==> src/rtl/dec8b10b_lanes.sv <==
// dec8b10b_lanes -- multi-symbol 8b/10b receive decoder with running-disparity
// tracking, comma detection and a saturating error counter.
//
// Ports:
//   BitCLK_10  clock
//   Reset      asynchronous reset, active low
//   rx_valid   rx_data valid this cycle
//   rx_data    NUM_SYM 10b symbols, symbol 0 (earliest) in the low bits;
//              per symbol bit0=a .. bit5=i, bit6=f .. bit9=j
//   err_clr    synchronous clear of err_count (wins over a same-cycle error)
//   out_valid  rx_valid delayed two cycles
//   out_data   decoded bytes, per byte bit0=A .. bit7=H
//   out_k      control-symbol flag per symbol
//   code_err   symbol not in the code table (byte forced to 0)
//   disp_err   running-disparity violation in the symbol
//   comma_det  K28.1 / K28.5 / K28.7 received
//   rd_state   RD after the last valid symbol (0=RD-, 1=RD+)
//   err_count  saturating count of errored symbols
//
// Pipeline: stage 1 registers the raw word; stage 2 decodes it against the
// stored RD and registers every output. Decoded outputs hold on idle cycles.

// One symbol: table decode plus the per-sub-block disparity walk.
module dec8b10b_sym (
   input  logic [9:0] sym,
   input  logic       rd_in,
   output logic [7:0] dec,
   output logic       k,
   output logic       code_err,
   output logic       disp_err,
   output logic       comma,
   output logic       rd_out
);
   // s6/f4 are in transmission order (a / f as MSB) so case items read
   // exactly like the code tables.
   logic [5:0] s6;
   logic [3:0] f4, n4;
   logic [4:0] x;
   logic [2:0] yd, yk, c6, c4;
   logic       ok6, okd4, okk4, k28, kx7, alt_n, alt_p, d7_bad, d_ok;
   logic       e6, e4, r6, r4;

   always_comb begin
      s6    = {sym[0], sym[1], sym[2], sym[3], sym[4], sym[5]};
      f4    = {sym[6], sym[7], sym[8], sym[9]};
      x     = 5'd0;
      ok6   = 1'b1;
      yd    = 3'd0;
      okd4  = 1'b1;
      yk    = 3'd0;
      okk4  = 1'b1;

      case (s6)
         6'b100111, 6'b011000: x = 5'd0;
         6'b011101, 6'b100010: x = 5'd1;
         6'b101101, 6'b010010: x = 5'd2;
         6'b110001:            x = 5'd3;
         6'b110101, 6'b001010: x = 5'd4;
         6'b101001:            x = 5'd5;
         6'b011001:            x = 5'd6;
         6'b111000, 6'b000111: x = 5'd7;
         6'b111001, 6'b000110: x = 5'd8;
         6'b100101:            x = 5'd9;
         6'b010101:            x = 5'd10;
         6'b110100:            x = 5'd11;
         6'b001101:            x = 5'd12;
         6'b101100:            x = 5'd13;
         6'b011100:            x = 5'd14;
         6'b010111, 6'b101000: x = 5'd15;
         6'b011011, 6'b100100: x = 5'd16;
         6'b100011:            x = 5'd17;
         6'b010011:            x = 5'd18;
         6'b110010:            x = 5'd19;
         6'b001011:            x = 5'd20;
         6'b101010:            x = 5'd21;
         6'b011010:            x = 5'd22;
         6'b111010, 6'b000101: x = 5'd23;
         6'b110011, 6'b001100: x = 5'd24;
         6'b100110:            x = 5'd25;
         6'b010110:            x = 5'd26;
         6'b110110, 6'b001001: x = 5'd27;
         6'b001110:            x = 5'd28;
         6'b101110, 6'b010001: x = 5'd29;
         6'b011110, 6'b100001: x = 5'd30;
         6'b101011, 6'b010100: x = 5'd31;
         default:              ok6 = 1'b0;
      endcase

      case (f4)
         4'b1011, 4'b0100:                   yd = 3'd0;
         4'b1001:                            yd = 3'd1;
         4'b0101:                            yd = 3'd2;
         4'b1100, 4'b0011:                   yd = 3'd3;
         4'b1101, 4'b0010:                   yd = 3'd4;
         4'b1010:                            yd = 3'd5;
         4'b0110:                            yd = 3'd6;
         4'b1110, 4'b0001, 4'b0111, 4'b1000: yd = 3'd7;
         default:                            okd4 = 1'b0;
      endcase

      // K28 4b codes are the complement set after 110000, so fold that
      // case back onto the 001111 column before decoding.
      k28 = (s6 == 6'b001111) || (s6 == 6'b110000);
      n4  = (s6 == 6'b110000) ? ~f4 : f4;
      case (n4)
         4'b0100: yk = 3'd0;
         4'b1001: yk = 3'd1;
         4'b0101: yk = 3'd2;
         4'b0011: yk = 3'd3;
         4'b0010: yk = 3'd4;
         4'b1010: yk = 3'd5;
         4'b0110: yk = 3'd6;
         4'b1000: yk = 3'd7;
         default: okk4 = 1'b0;
      endcase

      // Kx.7 uses the A7 pattern on x = 23/27/29/30.
      kx7 = ok6 && ((x == 5'd23) || (x == 5'd27) || (x == 5'd29) || (x == 5'd30)) &&
            ((f4 == 4'b1000) || (f4 == 4'b0111));

      // A7 replaces P7 only where P7 would form a run of five:
      // 0111 after x=17/18/20, 1000 after x=11/13/14.
      alt_n  = (x == 5'd17) || (x == 5'd18) || (x == 5'd20);
      alt_p  = (x == 5'd11) || (x == 5'd13) || (x == 5'd14);
      d7_bad = ((f4 == 4'b0111) && !alt_n) || ((f4 == 4'b1000) && !alt_p) ||
               ((f4 == 4'b1110) &&  alt_n) || ((f4 == 4'b0001) &&  alt_p);
      d_ok   = ok6 && okd4 && !d7_bad;

      dec      = 8'd0;
      k        = 1'b0;
      comma    = 1'b0;
      code_err = 1'b0;
      if (k28 && okk4) begin
         dec   = {yk, 5'd28};
         k     = 1'b1;
         comma = (yk == 3'd1) || (yk == 3'd5) || (yk == 3'd7);
      end else if (kx7) begin
         dec = {3'd7, x};
         k   = 1'b1;
      end else if (d_ok) begin
         dec = {yd, x};
      end else begin
         code_err = 1'b1;
      end

      // Disparity walk: 6b sub-block first, 4b sees the RD it leaves.
      // On a violation RD resyncs to what the received sub-block implies.
      c6 = 3'd0;
      for (int i = 0; i < 6; i++) c6 = c6 + {2'b00, s6[i]};
      c4 = 3'd0;
      for (int i = 0; i < 4; i++) c4 = c4 + {2'b00, f4[i]};

      e6 = ((c6 > 3'd3) && rd_in) || ((c6 < 3'd3) && !rd_in) ||
           ((s6 == 6'b000111) && !rd_in) || ((s6 == 6'b111000) && rd_in);
      r6 = (c6 > 3'd3) ? 1'b1 : (c6 < 3'd3) ? 1'b0 :
           (s6 == 6'b000111) ? 1'b1 : (s6 == 6'b111000) ? 1'b0 : rd_in;
      e4 = ((c4 > 3'd2) && r6) || ((c4 < 3'd2) && !r6) ||
           ((f4 == 4'b0011) && !r6) || ((f4 == 4'b1100) && r6);
      r4 = (c4 > 3'd2) ? 1'b1 : (c4 < 3'd2) ? 1'b0 :
           (f4 == 4'b0011) ? 1'b1 : (f4 == 4'b1100) ? 1'b0 : r6;

      // A code-errored symbol is transparent to RD.
      disp_err = !code_err && (e6 || e4);
      rd_out   = code_err ? rd_in : r4;
   end
endmodule

module dec8b10b_lanes #(
   parameter int NUM_SYM   = 2,
   parameter int ERR_CNT_W = 8
) (
   input  logic                   BitCLK_10,
   input  logic                   Reset,
   input  logic                   rx_valid,
   input  logic [10*NUM_SYM-1:0]  rx_data,
   input  logic                   err_clr,
   output logic                   out_valid,
   output logic [8*NUM_SYM-1:0]   out_data,
   output logic [NUM_SYM-1:0]     out_k,
   output logic [NUM_SYM-1:0]     code_err,
   output logic [NUM_SYM-1:0]     disp_err,
   output logic [NUM_SYM-1:0]     comma_det,
   output logic                   rd_state,
   output logic [ERR_CNT_W-1:0]   err_count
);
   localparam int STAGES = 2;

   logic [STAGES:1]              vld_pipe;
   logic [10*NUM_SYM-1:0]        s1_data;
   logic [NUM_SYM:0]             rd_chain;
   logic [NUM_SYM-1:0][7:0]      dec_w;
   logic [NUM_SYM-1:0]           k_w, ce_w, de_w, cm_w;
   logic [ERR_CNT_W:0]           err_sum;

   // RD ripples lane to lane: symbol i sees the RD left by symbol i-1.
   assign rd_chain[0] = rd_state;

   for (genvar g = 0; g < NUM_SYM; g++) begin : g_sym
      dec8b10b_sym u_sym (
         .sym      (s1_data[g*10 +: 10]),
         .rd_in    (rd_chain[g]),
         .dec      (dec_w[g]),
         .k        (k_w[g]),
         .code_err (ce_w[g]),
         .disp_err (de_w[g]),
         .comma    (cm_w[g]),
         .rd_out   (rd_chain[g+1])
      );
   end

   // One extra bit of headroom so the saturation test sees the carry.
   always_comb begin
      err_sum = {1'b0, err_count};
      for (int i = 0; i < NUM_SYM; i++)
         err_sum = err_sum + (ERR_CNT_W+1)'(ce_w[i] | de_w[i]);
      if (err_sum > {1'b0, {ERR_CNT_W{1'b1}}})
         err_sum = {1'b0, {ERR_CNT_W{1'b1}}};
   end

   assign out_valid = vld_pipe[STAGES];

   always_ff @(posedge BitCLK_10 or negedge Reset) begin
      if (!Reset) begin
         vld_pipe  <= '0;
         s1_data   <= '0;
         out_data  <= '0;
         out_k     <= '0;
         code_err  <= '0;
         disp_err  <= '0;
         comma_det <= '0;
         rd_state  <= 1'b0;
         err_count <= '0;
      end else begin
         vld_pipe <= {vld_pipe[STAGES-1:1], rx_valid};
         s1_data  <= rx_data;
         if (vld_pipe[1]) begin
            out_data  <= dec_w;
            out_k     <= k_w;
            code_err  <= ce_w;
            disp_err  <= de_w;
            comma_det <= cm_w;
            rd_state  <= rd_chain[NUM_SYM];
         end
         if (err_clr)
            err_count <= '0;
         else if (vld_pipe[1])
            err_count <= err_sum[ERR_CNT_W-1:0];
      end
   end
endmodule

==> config.mk <==
export PLATFORM = sky130hd
export DESIGN_NAME = dec8b10b_lanes
export DESIGN_NICKNAME = d
export VERILOG_FILES = /design/src/rtl/dec8b10b_lanes.sv
export SDC_FILE = /design/constraint.sdc
export NUM_CORES = 1
export LEC_CHECK = 0
export CAP_MARGIN = 5
export CORE_UTILIZATION = 42
export CTS_CLUSTER_DIAMETER = 200
export CTS_CLUSTER_SIZE = 14
export DETAILED_ROUTE_END_ITERATION = 8
export SYNTH_ARGS = -nofsm -noshare
export SYNTH_HDL_FRONTEND = slang
export SYNTH_SLANG_ARGS = --single-unit
==> constraint.sdc <==
create_clock -name BitCLK_10 -period 11.6 [get_ports BitCLK_10]
set_clock_uncertainty 0.1 [all_clocks]
set_input_delay 2.32 -clock BitCLK_10 [delete_from_list [all_inputs] [get_ports BitCLK_10]]
set_output_delay 2.32 -clock BitCLK_10 [all_outputs]
set_load 0.01 [all_outputs]
=== Word-level counts from Yosys, hierarchy flattened ===
Index checks and enable logic that the tools add are counted.

* Add/subtract/negate cells: 18
* Order comparisons: 9
* Equal/unequal tests: 166
* Muxes and demuxes: 53
* Bitwise operators: 4
* Reduce and logical (&&, ||, !) cells: 129

{| class="wikitable"
|+ Operator list
! operator !! count
|-
| $pmux W5 S31 || 2
|-
| $eq A6 B6 Y1 const B || 48
|-
| $eq A6 B5 Y1 const B || 28
|-
| $reduce_or A46 Y1 || 2
|-
| $eq A6 B4 Y1 const B || 14
|-
| $pmux W3 S7 || 4
|-
| $eq A4 B4 Y1 const B || 20
|-
| $mux W8 || 9
|-
| $eq A5 B5 Y1 const B || 14
|-
| $reduce_or A2 Y1 || 30
|-
| $eq A4 B3 Y1 const B || 14
|-
| $logic_or A1 B1 Y1 || 42
|-
| $add A3 B1 Y3 || 12
|-
| $eq A6 B3 Y1 const B || 6
|-
| $logic_and A1 B1 Y1 || 36
|-
| $mux W1 || 36
|-
| $eq A4 B2 Y1 const B || 8
|-
| $eq A5 B4 Y1 const B || 6
|-
| $reduce_or A14 Y1 || 2
|-
| $reduce_or A8 Y1 || 2
|-
| $eq A3 B3 Y1 const B || 4
|-
| $gt A3 B2 Y1 const B || 4
|-
| $logic_not A1 Y1 || 12
|-
| $lt A3 B2 Y1 const B || 4
|-
| other kinds (11) || 20
|}

* Register bits after elaboration: 55
* Logic and storage cells: 388

=== Depth between registers and ports, before layout ===
Gate-level depths: netlist of run 1.

* Word-level depth: 34
* Depth in mapped cells: 23
* Depth with buffers taken out: 23

=== Hierarchy ===
Synthesis of run 1 repeated with hierarchy kept, for this count alone.

* Cells, all modules: 658
* Area, all modules: 5589.1 sq um

{| class="wikitable"
|+ Modules (own cells, without submodules)
! module !! times used !! cells an instance !! area an instance (sq um)
|-
| dec8b10b_lanes || 1 || 123 || 1944.4
|-
| dec8b10b_sym (g_sym[1].u_sym) || 1 || 262 || 1848.0
|-
| dec8b10b_sym (g_sym[0].u_sym) || 1 || 273 || 1796.7
|}

=== Worst setup path after synthesis of run 1 ===
No wires, ideal clock.

* Path type: register to register
* Start: register s1_data[4]
* End: register err_count[3]
* Library setup time: 139 ps
* Arrival: 4727 ps
* Data required time: 11361 ps
* Path slack: 6634 ps
* Stages on the path, launching flop included: 24
* Cells stage by stage: dfrtp_1 > inv_1 > ha_1 > inv_1 > fa_1 > fa_1 > fa_1 > nor2_1 > o21ai_0 > a32o_1 > a21o_1 > nand2b_1 > o21ba_2 > a41oi_1 > nand3b_1 > mux2i_1 > nand2_1 > fa_1 > ha_1 > nand3_1 > nor2_1 > and3_1 > o21ai_0 > a221oi_1

* Longest elaborated chain between the ends: 34

{| class="wikitable"
|+ RTL lines
! what !! RTL line !! RTL
|-
| start: declaration || 189 || <nowiki>logic [10*NUM_SYM-1:0] s1_data;</nowiki>
|-
| start signal: assignment || 235 || <nowiki>s1_data <= rx_data;</nowiki>
|-
| parallel branches: the longest is 29 deep, another holds $add A3 B1 Y3 || -- ||
|-
| $add A9 B1 Y9 * || 215 || <nowiki>err_sum = err_sum + (ERR_CNT_W+1)'(ce_w[i] | de_w[i]);</nowiki>
|-
| $gt A9 B8 Y1 || 216 || <nowiki>if (err_sum > {1'b0, {ERR_CNT_W{1'b1}}})</nowiki>
|-
| $mux W8 * || 216 ||
|-
| $mux W8 * || 246 || <nowiki>else if (vld_pipe[1])</nowiki>
|-
| $mux W8 * || 244 || <nowiki>if (err_clr)</nowiki>
|-
| end signal: assignment || 247 || <nowiki>err_count <= err_sum[ERR_CNT_W-1:0];</nowiki>
|-
| end: declaration || 184 || <nowiki>output logic [ERR_CNT_W-1:0] err_count</nowiki>
|}

Every way passes the cells marked *. The select of a mux whose other input is x is not followed.
A chain may end at the register's enable or synchronous reset.

=== Final worst setup path of run 1 ===
* Start: register s1_data[0]
* End: register err_count[3]

* Longest elaborated chain between the ends: 34

{| class="wikitable"
|+ RTL lines
! what !! RTL line !! RTL
|-
| $eq A6 B6 Y1, or another cell as far along || 53 || <nowiki>case (s6)</nowiki>
|-
| $reduce_or A2 Y1 || -- ||
|-
| $pmux W5 S31 || 53 ||
|-
| $eq A5 B5 Y1 / $eq A5 B4 Y1 (equally long branches) || 123, 124 ||
|-
| $logic_or A1 B1 Y1, on equally long branches (2 in series) || 123, 124 ||
|-
| $logic_not A1 Y1 || 125 || <nowiki>d7_bad = ((f4 == 4'b0111) && !alt_n) || ((f4 == 4'b1000) && !alt_p) ||</nowiki>
|-
| $logic_and A1 B1 Y1 || 125 ||
|-
| $logic_or A1 B1 Y1 (2 in series) || 125 ||
|-
| [... 16 more ...] || -- ||
|-
| $logic_or A1 B1 Y1 || 163 || <nowiki>disp_err = !code_err && (e6 || e4);</nowiki>
|-
| $logic_and A1 B1 Y1 || 163 ||
|-
| $or A1 B1 Y1 || 215 ||
|-
| $add A9 B1 Y9 * || 215 ||
|-
| $gt A9 B8 Y1 || 216 ||
|-
| $mux W8 * || 216 ||
|-
| $mux W8 * || 246 ||
|-
| $mux W8 * || 244 ||
|}

Every way passes the cells marked *; elsewhere a longest branch is shown, timed or not. The select of a mux whose other input is x is not followed.

==> parameters.txt, run 1 <==
Parameter                              Value

Clock tree
  # resized after CTS    0
  Clock tree from TritonCTS    yes
  Number of hold buffers added after CTS    0
  Buffer levels on the longest clock path    2
  Cell at the root of the clock tree    sky130_fd_sc_hd__clkbuf_16
  H-tree depth    2
  Sink count of the clock tree    55
  Cts bufs inserted    5
  Number of post-CTS setup repair buffers    0
  Clock slew at the register clock pins of the worst setup and hold paths    ~0.080 ns
  Clock latency of the later-clocked register in the worst-skew pair    a little over 0.3 ns

Pwr
  Power density cells    about 110 nW/um2
  Static leakage    ~0.0025 uW
  Worst vdd rail ir drop    ~0.000076 V

Floorplan
  Floorplan core area    between 10,000 and 15,000 um2
  Height of the die    116 um
  FP Rows    just over 40
  Total die area    13,500 um2
  Overall die width    116 um
  Initial cell density of the core    0.433
  Top-level I/O count    58

Setup path
  Slowest library cell on the worst path    sky130_fd_sc_hd__dfrtp_1
  Nature of the critical path startpoint    register
  Max Fanout on Critical Path    28
  Cell with the most instances on the worst path    sky130_fd_sc_hd__fa_1
  CP cell instances    inv_1 > fa_1 > fa_1 > fa_1 > nor2_1 > o21ai_0 > a32o_1 > a21o_1 > nand2b_1 > o21ba_2 > a41oi_1 > nand3b_1 > mux2i_1 > nand2_1 > fa_1 > ha_1 > nand3_1 > nor2_1 > and3_1 > o21ai_0 > a221oi_1
  Worst Path Required    roughly 12 ns
  Capturing element type of the critical path    register
  Worst Path Class, Setup    register to register
  Crit path DAT    roughly 5.9 ns
  Crit path largest cell delay    between 0.8 and 0.9 ns

Logic synthesis
  Library cells used by synthesis    86
  Synth warn    0
  Number of nets in the synthesized netlist    739
  Top cells by area in the synthesized netlist    sky130_fd_sc_hd__dfrtp_1, sky130_fd_sc_hd__ha_1, sky130_fd_sc_hd__nor2_1
  Cell area after synthesis    between 5000 and 6000 um2
  Yosys reg bits    55
  Primary FF master, synth    sky130_fd_sc_hd__dfrtp_1
  Top cell type by total area after synthesis    sky130_fd_sc_hd__dfrtp_1
  Fraction of registers with async set/reset    1.00
  Sequential fraction of the synthesis area    0.251
  Instance count of the mapped netlist    685
  Mean post-synth cell area    about 8.0 um2
  Count of flip-flops with a built-in enable after synthesis    0
  Proportion of netlist area held by the largest area contributor    0.251

Timing
  Final setup vio count    0
  Maximum clock frequency    0.171 GHz
  Max-slew violations    0
  Transition time at the pin with the least slew margin    around 1.1 ns
  Period Utilization, post-route    0.503
  Post-layout min period    between 5 and 6 ns
  Max_slew headroom    0.272
  Setup repair after global routing missed its margin    false
  Final count of hold timing violations    0
  Total Neg Setup Slack    0 ns

GRT
  GR Layer Usage met3    0.0457
  Number of global-route vias before repair    just over 5,000
  Met2 Resource Use GR    0.391
  Wire length of the first global-routing pass    around 25,000 um
  Global routing usage on met1    0.292
  Overall overflow remaining after global route    0
  Pin count of the biggest net entering global routing    56
  Antenna violations before repair    0
  Busiest layer in global routing    met2
  Global routing usage summed across all routing layers    0.237

Detailed routing
  First-pass iteration count of the detailed router    5
  Routed wire length    15,100 um
  Residual antenna-violating net count after detailed routing    0
  Remaining design rule violation count    0
  Number of vias after detailed routing    about 5,400
  DR vias/cell    6.14
  Starting DRC count in detailed routing    467
  Routed len/inst    roughly 17 um

Placed design
  Placed cell area    about 6100 um2
  Placer's final routability congestion estimate    approximately 0.9
  # port buffers    between 50 and 60
  HPWL Detailed    10,800 um

Cells and area
  Antenna cells    0
  Layout area overhead    13.7%
  Share of cells above drive strength 1    0.0482
  Total non-filler cell area in the finished layout    ~6200 um2
  Nets    ~760

Run status
  Status    finished clean

Run
  # Max-Cap Violations    0

Min path
  Worst Hold Class    register to register
## cells in the final DEF, fill, tap and decap left out, types with 6 or more instances in the layout
cell	instances
sky130_fd_sc_hd__inv_1	37
sky130_fd_sc_hd__nor4_1	7
sky130_fd_sc_hd__nand2_1	45
sky130_fd_sc_hd__a32oi_1	6
sky130_fd_sc_hd__nand4_1	6
sky130_fd_sc_hd__o221ai_1	6
sky130_fd_sc_hd__a31oi_1	17
sky130_fd_sc_hd__o22ai_1	7
sky130_fd_sc_hd__o211ai_1	6
sky130_fd_sc_hd__nor3_1	17
sky130_fd_sc_hd__mux2i_1	20
sky130_fd_sc_hd__nand3b_1	7
sky130_fd_sc_hd__fa_1	9
sky130_fd_sc_hd__dfrtp_1	55
sky130_fd_sc_hd__a21o_1	6
sky130_fd_sc_hd__a211oi_1	13
sky130_fd_sc_hd__xnor2_1	9
sky130_fd_sc_hd__ha_1	21
sky130_fd_sc_hd__nor2b_1	13
sky130_fd_sc_hd__o21ai_0	37
sky130_fd_sc_hd__or3_1	7
sky130_fd_sc_hd__and3_1	11
sky130_fd_sc_hd__clkdlybuf4s50_1	56
sky130_fd_sc_hd__nand3_1	27
sky130_fd_sc_hd__nand2b_1	16
sky130_fd_sc_hd__nor3b_1	7
sky130_fd_sc_hd__a21oi_1	43
sky130_fd_sc_hd__o32ai_1	9
sky130_fd_sc_hd__nor2_1	64
## cell usage after synthesis (7+ instances only)
cell	instances
sky130_fd_sc_hd__o22ai_1	7
sky130_fd_sc_hd__nand2_1	45
sky130_fd_sc_hd__nor3b_1	7
sky130_fd_sc_hd__nand2b_1	16
sky130_fd_sc_hd__mux2i_1	20
sky130_fd_sc_hd__nor2b_1	13
sky130_fd_sc_hd__nand3b_1	7
sky130_fd_sc_hd__or3_1	7
sky130_fd_sc_hd__xnor2_1	9
sky130_fd_sc_hd__nor3_1	17
sky130_fd_sc_hd__o32ai_1	9
sky130_fd_sc_hd__ha_1	21
sky130_fd_sc_hd__a21oi_1	43
sky130_fd_sc_hd__a31oi_1	17
sky130_fd_sc_hd__buf_2	10
sky130_fd_sc_hd__o21ai_0	37
sky130_fd_sc_hd__dfrtp_1	55
sky130_fd_sc_hd__clkbuf_1	30
sky130_fd_sc_hd__nor4_1	7
sky130_fd_sc_hd__nor2_1	64
sky130_fd_sc_hd__a211oi_1	13
sky130_fd_sc_hd__inv_1	37
sky130_fd_sc_hd__fa_1	9
sky130_fd_sc_hd__and3_1	11
sky130_fd_sc_hd__nand3_1	27
## final timing paths
check | slack (ns) | depth (start not counted) | endpoint | from
hold / removal | 0.39 | 1 | out_data[7] | out_data[7]
setup / recovery | 5.76 | 21 | err_count[3] | s1_data[0]
max in group asynchronous | 8.89 | 2 | out_data[4] | Reset
setup reg to reg | 5.76 | 21 | err_count[3] | s1_data[0]
hold reg to reg | 0.39 | 1 | out_data[7] | out_data[7]
min in group asynchronous | 2.04 | 2 | out_data[14] | Reset
## final cells by class
class / count / area, um2
Inverter: 41 / 154
Clock buffer: 5 / 125
Sequential cell: 55 / 1380
Multi-Input combinational cell: 541 / 3740
Tap cell: 172 / 215
Timing Repair Buffer: 60 / 588
Fill cell: 1217 / 6430
Clock inverter: 3 / 46.3
## power by group
group | internal, uW | switching, uW | leakage [uW]
registers | 210 | 30.7 | 0.000683
clock network | 103 | 80.9 | 0.0000804
logic | 115 | 134 | 0.00170
total | 429 | 245 | 0.00246
## critical path: cells and delay by family, from the launching register on
kind            cells  cell delay [ns]
simple gates        7             0.95
fa+ha+maj           5             2.04
buf+inv             1             0.27
compound gates      7             1.22
flops               1             0.88
mux                 1             0.25
## through the flow
stage	cells	util	total power (uW)	hold slack, ns	worst slack (ns)
finish	877	0.493	674	0.387	5.76
global route	877	0.493	718	0.419	5.30
CTS	877	0.493	679	0.397	5.78
detailed placement	869	0.479	491	0.378	5.79
global placement	869	0.479	488	0.368	5.94
floorplan	685	-	407	0.341	6.63
## logic make-up (layout without fill, tap and decap cells)
| kind of cell | Yosys count | count (layout) | synth area share |
|---|---|---|---|
| AND/OR/NAND/NOR | 264 | 264 | 0.265 |
| AO/OA/AOI/OAI | 210 | 210 | 0.270 |
| buffers and inverters | 89 | 109 | 0.0682 |
| flip-flops | 55 | 55 | 0.251 |
| adder cells (fa/ha/maj) | 33 | 33 | 0.0862 |
| multiplexers | 23 | 23 | 0.0426 |
| XOR/XNOR | 11 | 11 | 0.0176 |
## per-layer routing
| layer | up-vias | routed length [um] | part of all wire |
|---|---|---|---|
| met2 | 178 | 7390 | 0.49 |
| li1 | 2586 | - | - |
| met5 | - | 0 | 0 |
| met4 | 0 | 594 | 0.039 |
| met3 | 41 | 733 | 0.048 |
| met1 | 2583 | 6400 | 0.42 |
## flip-flops by register name (all words and copies together), names as in the netlist
name / cells
s1_data: 20
out_data: 16
err_count: 8
code_err: 2
comma_det: 2
disp_err: 2
out_k: 2
vld_pipe: 2
rd_state: 1
(Power assumes the default switching activity.)
==> run 2: changes to the inputs <==
Clock period 11.6 ns to 5.65 ns, I/O delays scaled along.
==> parameters.txt, run 2 (synthesis gave the netlist of run 1 again) <==
Parameter                              Value

Run status
  Status    finished clean (unchanged)

Detailed routing
  Starting DRC count in detailed routing    389 (was 467)
  Routed len/inst    17.3 um (was 17.2 um)
  Remaining design rule violation count    0 (unchanged)
  Number of vias after detailed routing    5,384 (was 5,388)
  Routed wire length    15,400 um (was 15,100 um)
  Residual antenna-violating net count after detailed routing    0 (unchanged)
  DR vias/cell    6.05 (was 6.14)
  First-pass iteration count of the detailed router    5 (unchanged)

Min path
  Worst Hold Class    register to register (unchanged)
  Startpoint of the lowest-slack hold path    out_data[7] (unchanged)
  Worst hold path stage count    1 (unchanged)

Floorplan
  Initial cell density of the core    0.433 (unchanged)
  Floorplan core area    12,700 um2 (unchanged)
  Overall die width    116 um (unchanged)
  Height of the die    116 um (unchanged)
  Total die area    13,500 um2 (unchanged)
  FP Rows    41 (unchanged)
  Top-level I/O count    58 (unchanged)

Setup path
  Capturing element type of the critical path    register (unchanged)
  CP startpoint    s1_data[4] (was s1_data[0])
  Worst Path Class, Setup    register to register (unchanged)
  Worst Path Required    5.73 ns (was 11.68 ns)
  Crit path largest cell delay    0.60 ns (was 0.88 ns)
  CP cell instances    buf_4 > ha_1 > nand2b_4 > nor3_1 > or4_4 > or4b_4 > nor2_1 > o21ai_1 > a22o_1 > nor4_1 > nand3b_1 > mux2i_1 > nand2_1 > fa_1 > ha_1 > nand3_2 > nor2_1 > and3_1 > o21ai_0 > a221oi_1 (was inv_1 > fa_1 > fa_1 > fa_1 > nor2_1 > o21ai_0 > a32o_1 > a21o_1 > nand2b_1 > o21ba_2 > a41oi_1 > nand3b_1 > mux2i_1 > nand2_1 > fa_1 > ha_1 > nand3_1 > nor2_1 > and3_1 > o21ai_0 > a221oi_1)
  RR Startpoint    s1_data[4] (was s1_data[0])
  Cell depth of the worst flop-to-flop path    20 (was 21)
  Kind of cell adding the most delay to the critical path    simple AND/OR/NAND/NOR gates (was adder cells)
  Cell count along the critical path    20 (was 21)
  Slowest library cell on the worst path    sky130_fd_sc_hd__or4b_4 (was sky130_fd_sc_hd__dfrtp_1)
  Number of buffer and inverter stages on the critical path    1 (unchanged)
  Max Fanout on Critical Path    12 (was 28)
  Crit path DAT    5.39 ns (was 5.92 ns)
  Nature of the critical path startpoint    register (unchanged)

Timing
  Total Neg Setup Slack    0 ns (unchanged)
  Period Utilization, post-route    0.941 (was 0.503)
  Transition time at the pin with the least slew margin    0.785 ns (was 1.09 ns)
  Minimum setup slack in the final design    0.336 ns (was 5.76 ns)
  Maximum clock frequency    0.188 GHz (was 0.171 GHz)
  Final setup vio count    0 (unchanged)
  Final count of hold timing violations    0 (unchanged)
  Post-layout min period    5.31 ns (was 5.84 ns)
  Max-slew violations    0 (unchanged)
  Setup repair after global routing missed its margin    false (unchanged)
  Max_slew headroom    0.474 (was 0.272)

Cells and area
  Register with the most flip-flops    s1_data (unchanged)
  Leading cell type in the layout, fill and taps excluded    sky130_fd_sc_hd__nor2_1 (unchanged)
  Register cell area after layout    1380 um2 (about the same)
  Antenna cells    0 (unchanged)
  Share of cells above drive strength 1    0.0696 (was 0.0482)
  Layout area overhead    15.2% (was 13.7%)
  Combined area of the multi-input logic cells    3740 um2 (about the same)
  Max reg flops    20 (unchanged)
  Final cell count without fillers    890 (was 877)
  Commonest cells after routing, fill and taps aside    sky130_fd_sc_hd__nor2_1, sky130_fd_sc_hd__clkdlybuf4s50_1, sky130_fd_sc_hd__dfrtp_1 (unchanged)
  Top flop regs    s1_data (20), out_data (16), err_count (8) (unchanged)
  Nets    771 (was 758)
  Fillcell total    1,261 (was 1,217)
  Final standard cell utilization of the core    0.499 (was 0.493)

Pwr
  Power density cells    212 nW/um2 (was 108 nW/um2)
  Worst vdd rail ir drop    0.000138 V (was 0.0000758 V)
  Net Sw Power    500 uW (was 245 uW)
  Fraction of power consumed by sequential logic    0.360 (was 0.358)
  Internal power summed over all cells    843 uW (was 429 uW)
  Total power draw    1340 uW (was 674 uW)
  Sw Ratio    0.372 (was 0.364)
  Static leakage    0.00252 uW (was 0.00246 uW)
  Part of the power in the clock network    0.241 (was 0.273)
  Power share of the combinational group    0.399 (was 0.369)

Placed design
  HPWL Detailed    11,200 um (was 10,800 um)
  Placer's final routability congestion estimate    0.904 (was 0.898)
  Worst slack at placement    0.291 ns (was 5.79 ns)
  # port buffers    57 (unchanged)
  Number of cells after detailed placement    881 (was 869)

GRT
  Antenna violations before repair    0 (unchanged)
  Overall overflow remaining after global route    0 (unchanged)
  Number of global-route vias before repair    5,074 (was 5,164)
  Global routing usage summed across all routing layers    0.234 (was 0.237)
  Wire length of the first global-routing pass    24,900 um (was 25,200 um)
  Pin count of the biggest net entering global routing    56 (unchanged)

Run
  # Max-Cap Violations    0 (unchanged)

Clock tree
  Clock slew at the register clock pins of the worst setup and hold paths    0.08 ns (about the same)
  Cts bufs inserted    5 (unchanged)
  Clock latency of the later-clocked register in the worst-skew pair    0.31 ns (about the same)
  Number of hold buffers added after CTS    0 (unchanged)
  Clock tree from TritonCTS    yes (unchanged)
  Buffer levels on the longest clock path    2 (unchanged)
  H-tree depth    2 (unchanged)
  Sink count of the clock tree    55 (unchanged)
  Cell at the root of the clock tree    sky130_fd_sc_hd__clkbuf_16 (unchanged)
## run 2: cell types whose count changed in the layout (fill, tap and decap cells not counted), sizes merged
cell | before | now
buf | 4 | 17
bufinv | 1 | 0
clkinvlp | 1 | 0
clkinv | 4 | 6
## run 2: per-layer routing
| layer | wire (um) | track usage |
|---|---|---|
| met5 | 0 | 0 |
| met4 | 409 | 0.0872 |
| met3 | 550 | 0.0394 |
| met1 | 6750 | 0.289 |
| met2 | 7660 | 0.407 |
## run 2: what timing repair did
item,in CTS,in global routing
buffers inserted,0,1
endpoints found under the setup margin,0,1
gates resized for setup,0,4
## run 2: final timing paths
| path | slack [ns] | end |
|---|---|---|
| min in group asynchronous | 0.84 | out_data[14] |
| max in group asynchronous | 4.10 | s1_data[3] |
| max | 0.34 | err_count[3] |
| min reg2reg | 0.39 | out_data[7] |
| min | 0.39 | out_data[7] |
| max reg2reg | 0.34 | err_count[3] |
## run 2: cell type report
cell class | count | share of cell area
repair buffers | 73 | 0.108
flip-flops and latches | 55 | 0.218
multi-input cells | 541 | 0.592
well taps | 172 | 0.0340
clock inverters | 3 | 0.00356
clock buffers | 5 | 0.0198
inverters | 41 | 0.0243
## run 2: through the flow
| stage | instance area (um2) | hold slack (ns) |
|---|---|---|
| after floorplan | 5490 | 0.341 |
| after global placement | 6160 | 0.371 |
| after detailed placement | 6160 | 0.372 |
| after CTS | 6310 | 0.390 |
| after global routing | 6320 | 0.424 |
| final | 6320 | 0.387 |
## run 2: power groups by stage
stage / registers (uW) / logic, uW / clock network (uW)
detailed placement: 491 / 531 / 0
global route: 491 / 595 / 353
global placement: 490 / 525 / 0
finish: 484 / 536 / 323
floorplan: 483 / 352 / 0
CTS: 483 / 534 / 336
